===== config.mk =====
export PLATFORM = sky130hd
export DESIGN_NAME = stream_width_packer
export DESIGN_NICKNAME = d
export VERILOG_FILES = /design/src/rtl/stream_width_packer_pkg.sv /design/src/rtl/stream_pack_hold_reg.sv /design/src/rtl/stream_width_packer.sv
export SDC_FILE = /design/constraint.sdc
export NUM_CORES = 1
export LEC_CHECK = 0
export BUFFER_PORTS_ARGS = -buffer_cell sky130_fd_sc_hd__buf_2
export CORE_AREA = 8 8 168 170
export CTS_BUF_LIST = sky130_fd_sc_hd__clkbuf_8
export DETAILED_ROUTE_END_ITERATION = 6
export DIE_AREA = 0 0 176 178
export GPL_TIMING_DRIVEN = 1
export PLACE_DENSITY = 0.66
export SLEW_MARGIN = 10
export SYNTH_ARGS = -nofsm -noshare
export SYNTH_HDL_FRONTEND = slang
export SYNTH_HIERARCHICAL = 1
export SYNTH_SLANG_ARGS = --single-unit
export TNS_END_PERCENT = 100

===== constraint.sdc =====
create_clock -name clk -period 1.7 [get_ports clk]
set_input_delay 0.34 -clock clk [delete_from_list [all_inputs] [get_ports clk]]
set_output_delay 0.34 -clock clk [all_outputs]
set_load 0.05 [all_outputs]

===== src/rtl/stream_width_packer_pkg.sv =====
// Shared sizing helpers for the narrow-to-wide stream packer.
// Sizes depend on per-instance parameters, so they are provided as constant functions.
package stream_width_packer_pkg;

    localparam int DEFAULT_IN_WIDTH = 32;
    localparam int DEFAULT_RATIO    = 4;

    function automatic int out_width(input int in_width, input int ratio);
        return in_width * ratio;
    endfunction

    function automatic int count_width(input int ratio);
        return $clog2(ratio + 1);
    endfunction

    // Clamped to 1 so a RATIO==1 instance still has a legal lane counter.
    function automatic int lane_width(input int ratio);
        return (ratio > 1) ? $clog2(ratio) : 1;
    endfunction

endpackage


===== src/rtl/stream_pack_hold_reg.sv =====
// Output holding register: loads a completed word, holds it until drained,
// and reloads in the same cycle as a drain for full throughput.
module stream_pack_hold_reg #(
    parameter int WIDTH = 8
) (
    input  logic             clk,
    input  logic             reset,
    input  logic             load,
    input  logic             ready,
    input  logic [WIDTH-1:0] din,
    output logic             valid,
    output logic [WIDTH-1:0] dout
);

    logic drain;

    assign drain = valid & ready;

    always_ff @(posedge clk) begin
        if (reset) begin
            valid <= 1'b0;
            dout  <= '0;
        end else if (load) begin
            valid <= 1'b1;
            dout  <= din;
        end else if (drain) begin
            valid <= 1'b0;
        end
    end

endmodule


===== src/rtl/stream_width_packer.sv =====
// Packs RATIO narrow words into one wide word (lane 0 in LSBs) and writes it
// to a downstream FIFO; if_last flushes a partial word early.
module stream_width_packer
    import stream_width_packer_pkg::*;
#(
    parameter int IN_WIDTH = DEFAULT_IN_WIDTH,
    parameter int RATIO    = DEFAULT_RATIO
) (
    input  logic                                 clk,
    input  logic                                 reset,
    output logic                                 if_full_n,
    input  logic                                 if_write_ce,
    input  logic                                 if_write,
    input  logic [IN_WIDTH-1:0]                  if_din,
    input  logic                                 if_last,
    input  logic                                 out_full_n,
    output logic                                 out_write,
    output logic [out_width(IN_WIDTH,RATIO)-1:0] out_din,
    output logic                                 out_last,
    output logic [count_width(RATIO)-1:0]        out_count
);

    localparam int OUT_WIDTH   = out_width(IN_WIDTH, RATIO);
    localparam int COUNT_WIDTH = count_width(RATIO);
    localparam int LANE_WIDTH  = lane_width(RATIO);
    localparam int HOLD_WIDTH  = OUT_WIDTH + 1 + COUNT_WIDTH;

    logic [RATIO-1:0][IN_WIDTH-1:0] acc, acc_next;
    logic [LANE_WIDTH-1:0]          cnt;
    logic                           accept, complete;
    logic [COUNT_WIDTH-1:0]         lane_count;
    logic [HOLD_WIDTH-1:0]          hold_din, hold_dout;

    // Back-pressure depends only on the registered valid, never on if_write.
    assign if_full_n  = ~out_write | out_full_n;
    assign accept     = if_write & if_write_ce & if_full_n;
    assign complete   = accept & ((cnt == LANE_WIDTH'(RATIO - 1)) | if_last);
    assign lane_count = COUNT_WIDTH'(cnt) + COUNT_WIDTH'(1);

    // Upper lanes are still zero from the last clear, so a flush pads with zeros.
    for (genvar l = 0; l < RATIO; l++) begin : g_lane
        assign acc_next[l] = (accept && cnt == LANE_WIDTH'(l)) ? if_din : acc[l];
    end

    always_ff @(posedge clk) begin
        if (reset || complete) begin
            cnt <= '0;
            acc <= '0;
        end else if (accept) begin
            cnt <= cnt + LANE_WIDTH'(1);
            acc <= acc_next;
        end
    end

    assign hold_din = {if_last, lane_count, acc_next};

    stream_pack_hold_reg #(
        .WIDTH(HOLD_WIDTH)
    ) u_hold (
        .clk  (clk),
        .reset(reset),
        .load (complete),
        .ready(out_full_n),
        .din  (hold_din),
        .valid(out_write),
        .dout (hold_dout)
    );

    assign {out_last, out_count, out_din} = hold_dout;

endmodule


* After elaboration in Yosys (flattened, before gate mapping)
Cells that the tools add are included.
Word-level totals: flip-flop bits (word level) 263, bits in latches 0, memory bits (writable) 0, memory bits (read-only) 0, bits of input ports 38, output and inout port bits 134, logic and storage cells 32, memories 0
Cells by class: add/sub/neg operators 2, $mul 0, div/mod/pow operators 0, magnitude comparators 0, equal/unequal tests 3, shifts and indexed selects 0, multiplexer cells 6, bitwise operators 7, reduce and logical (&&, ||, !) cells 7
Operators by type and width (number):
- two-way mux 32 bit | 4
- bitwise AND 1 bit | 4
- equality test 2 bit, second input constant | 2
- logical AND 1 bit | 4
- adder 2 x 1 -> 3 bit, second input constant | 1
- adder 2 x 1 -> 2 bit, second input constant | 1
- equality test 2 x 1 -> 1 bit, second input constant | 1
- zero test 2 bit | 1
- two-way mux 1 bit | 2
- bitwise OR 1 bit | 2
- nonzero test 2 bit | 1
- logical OR 1 bit | 1
- NOT 1 bit | 1

* Logic depth before layout (Yosys ltp)
word-level depth 5, gate-level depth with buffers 8, mapped depth without buffers 6

* Cells and area by module
The synthesis kept the hierarchy.
Modules (own cells, without submodules):
- stream_width_packer | instances 1, cells an instance 596, area an instance 6601.3 um2
- stream_pack_hold_reg | instances 1, cells an instance 430, area an instance 4762.1 um2

* Worst setup path before layout
OpenSTA, ideal clock, no wires.
path type register to register, from reg u_hold.valid, to reg u_hold.dout[119], data arrival time 1839 ps, slack -267 ps, cell stages (with the launch flop) 9, period minus slack after synthesis 1967 ps, cell sequence dfxtp_1 -> nor2b_1 -> buf_6 -> inv_6 -> nand3_4 -> buf_6 -> mux2_4 -> mux2i_1 -> nor2_1
RTL lines:
- start: declaration | RTL line stream_pack_hold_reg.sv:11 | output logic valid,
- start signal: assignment | RTL line stream_pack_hold_reg.sv:21 | valid <= 1'b0;
- start signal: assignment | RTL line stream_pack_hold_reg.sv:24 | valid <= 1'b1;
- start signal: assignment | RTL line stream_pack_hold_reg.sv:27 | valid <= 1'b0;
- end signal: assignment | RTL line stream_pack_hold_reg.sv:25 | dout <= din;
- end: declaration | RTL line stream_pack_hold_reg.sv:12 | output logic [WIDTH-1:0] dout

==> flow_summary_export.csv <==
group,metric,value,unit
synth,synth_top_cell_area_share,46.33,%
grt,antenna_found_initial,1,
detailed_routing,drtAntennaViolNets,0,
power_and_ir_drop,p_seq_share,50.5,%
synth,syn_area_per_cell,11.08,sq um
finish,fin_util,55.12,%
flow_run,max_cap_violations,0,
worst_setup_path,cp_slowest_cell,"dfxtp_4",
timing,fin_ws,-0.1093,ns
power_and_ir_drop,leakage,0.006175,uW
synth,synth-simple-area-share,8.765,%
synth,synth_top_family_by_area,"multiplexers",
floorplanning,initial_core_util,44.36,%
worst_setup_path,worst-path-stages,9,
worst_setup_path,critPathTopFamily,"buffers and inverters",
synth,synth_ff_type,"dfxtp_1",
min_path,hp-start,"out_full_n",
detailed_routing,vias_per_cell,5.077,
timing,max_slew.worst_pin.slew,0.5639,ns
worst_setup_path,crit_arrival,2.21,ns
detailed_routing,drt_iter0_drc,479,
finish,antenna_cells,0,
power_and_ir_drop,p_comb_share,8.2,%
timing,tns,-4.518,ns
worst_setup_path,cp.required,2.10,ns
synth,ys_types,28,
status,violations,"negative setup slack",
power_and_ir_drop,p_clk_share,41.3,%
worst_setup_path,cp-start-kind,"flip-flop",
placement,pre_cts_ws,-0.3221,ns
synth,async_reset_ff_share,0,%
power_and_ir_drop,p_sw_share,24.22,%
finish,nNetsFinal,1289,
grt,grt_use_total,18.21,%
timing,timing.fmax,552.7,MHz
finish,fillers,2170,
clocking,cts_max_path_buffers,3,
synth,yosysMostFrequentCell,"dfxtp_1",
min_path,hp-class,"in -> reg",
synth,netlist_instances,1026,
grt,grt_pass1_vias,8226,
worst_setup_path,r2r-end,"u_hold/dout[0]",
detailed_routing,drc,0,
clocking,cts-root-buf,"clkbuf_8",
timing,period_share,106.4,%
floorplanning,rows,59,
timing,setup_viol,117,
worst_setup_path,rr_startpoint,"u_hold/valid",
power_and_ir_drop,p_per_area,875.5,nW/um^2
timing,period_minus_slack,1.809,ns
power_and_ir_drop,ir_worst_vdd,629.0,uV
timing,final_max_slew_viol_count,0,
floorplanning,fp.dieW,176,um
floorplanning,io_pins,172,
grt,grt_pass1_wl,46.01,mm
synth,synth_edf_count,0,
timing,slew_headroom,62.41,%
grt,grt.overflow.total,0,
worst_setup_path,r2r_slack,-0.11,ns
clocking,htreeDepth,2,
timing,skew,0.01954,ns
worst_setup_path,crit_path_frequent_cell,"buf_12",
worst_setup_path,cp_slowest_stage_delay,0.34,ns
synth,netlist_area,11360,sq um
worst_setup_path,crit_path_start,"u_hold/valid",
synth,synthAdderAreaFrac,0.4404,%
synth,yosys-top-cells-area,"dfxtp_1 (46%), mux2_4 (16%), mux2i_1 (12%)",
finish,syn_to_final_growth,24.26,%
worst_setup_path,cp_num_buf_inv,4,
floorplanning,die_area,31330,sq um
min_path,whs_path_depth,3,
power_and_ir_drop,power.total,12360,uW
timing,rsz0062_at_grt,"true",
detailed_routing,wl,29.62,mm
worst_setup_path,critPathKind,"reg -> reg",
synth,synthXorXnorAreaFrac,0,%
synth,synth_top_cell_by_area,"dfxtp_1",
clocking,cts_hold_buf,0,
synth,synthesis.nets,1068,
floorplanning,die_h,178,um
detailed_routing,wl_per_cell,18.44,um
placement,io_buffers,171,
detailed_routing,firstDrtPassIters,4,
clocking,clk_pin_slew,0.06,ns
clocking,cts_sinks,263,
worst_setup_path,crit_fanout,10,
detailed_routing,vias,8153,
synth,synth_compound_area_share,7.697,%
finish,drive_gt1_share,36.66,%
clocking,cts_made_buffers,45,
timing,holdWs,0.1058,ns
placement,gp_congestion,0.7806,
clocking,clkLatencyLatePin,0.53,ns
min_path,min_to,"u_hold/valid",
power_and_ir_drop,switchingPower,2994,uW
worst_setup_path,path_cells,"nor2b_4, buf_12, inv_12, buf_4, nand3_4, buf_12, mux2_4, mux2i_1, nor2_1",
status,outcome,"finished with violations",
synth,yosysSeqAreaShare,46.33,%
floorplanning,design.core.area,25620,sq um
clocking,cts_tree,"yes",
power_and_ir_drop,internal-power,9368,uW
placement,dp_hpwl,19.73,mm
synth,ys_warn_count,6,
timing,hold_viol_final,0,
worst_setup_path,r2r_cells,9,
synth,synth.mux.area_fraction,28.28,%
synth,synth_common_cells,"dfxtp_1 (263), mux2i_1 (132), nor2_1 (132)",
grt,grt_start_max_net_pins,86,
worst_setup_path,critPathCaptureType,"flip-flop",
synth,ys_ff_latch,263,
-- flip-flops by register name, summed over array words and instances, names as in the netlist --
name and flops:
u_hold/dout 132, cnt 2, u_hold/valid 1, acc 128
-- worst max-delay path by stage --
stage                        to
2_1_floorplan  u_hold/dout[119]
3_3_place_gp   u_hold/dout[119]
3_5_place_dp   u_hold/dout[112]
4_1_cts               if_full_n
5_1_grt          u_hold/dout[0]
6_report         u_hold/dout[0]
-- cell usage in the layout, fill, tap and decap left out, types with 2 or more instances in the layout --
cell type / count
mux2_4: 128
nor3_4: 4
nand4_1: 5
dfxtp_1: 260
a21oi_1: 3
o32ai_1: 86
nor2_1: 132
nor3_2: 2
mux2i_1: 132
o32ai_2: 9
nand3_4: 4
and2_1: 33
buf_2: 170
buf_6: 16
inv_1: 116
nand2_1: 33
clkbuf_8: 52
o21ai_0: 2
buf_4: 37
dfxtp_4: 2
clkinv_2: 2
ha_2: 3
buf_12: 27
clkbuf_16: 2
-- cells by family after synthesis --
logic type                 count (synthesis)
and+or+nand+nor                          217
buffers and inverters                    180
adders and majority gates                  4
AOI/OAI and AO/OA                        102
muxes                                    260
DFF                                      263
-- per-stage QoR --
stage / area (sq um) / instances
after detailed placement: 12930 / 1520
final: 14120 / 1606
after global placement: 12930 / 1520
after global routing: 14120 / 1606
after floorplan: 11400 / 1026
after CTS: 13900 / 1600
-- power by group through the flow --
| stage | Sequential, uW | Clock [uW] | Combinational [uW] |
|---|---|---|---|
| floorplan | 6430 | 0 | 551 |
| global placement | 6370 | 0 | 947 |
| detailed placement | 6370 | 0 | 951 |
| CTS | 6240 | 5260 | 980 |
| global route | 6240 | 5570 | 1070 |
| finish | 6240 | 5110 | 1010 |
-- worst reg2reg max path, cell delays in order (launching register included) --
cell and delay (ns):
dfxtp_4 0.34, nor2b_4 0.15, buf_12 0.14, inv_12 0.04, buf_4 0.13, nand3_4 0.15
buf_12 0.18, mux2_4 0.31, mux2i_1 0.17, nor2_1 0.07
-- final cells by class --
type | count | area [sq um] | share of cell area (%)
clock buffer | 52 | 715.7 | 5.069
clock inverter | 19 | 73.82 | 0.5228
sequential | 263 | 5274 | 37.35
multi-input combinational | 583 | 5319 | 37.67
inverter | 101 | 391.6 | 2.774
tap | 335 | 419.2 | 2.969
timing repair buffer | 253 | 1927 | 13.65
-- routing by layer --
metal	up-vias	part of all wire (%)	track usage, %
met2	200	47	30.10
met3	37	6.2	4.636
met5	-	0	0
met1	3928	45	23.12
li1	3988	-	-
met4	0	1.8	5.404
-- timing repair --
item / 4_1_cts / 5_1_grt
pin swaps: 0 / 2
setup buffers: 8 / 4
endpoints found under the setup margin: 146 / 203
resized for setup: 24 / 27
hold endpoints to repair: 0 / 0
gates cloned: 1 / 3
(Power assumes the default switching activity.)
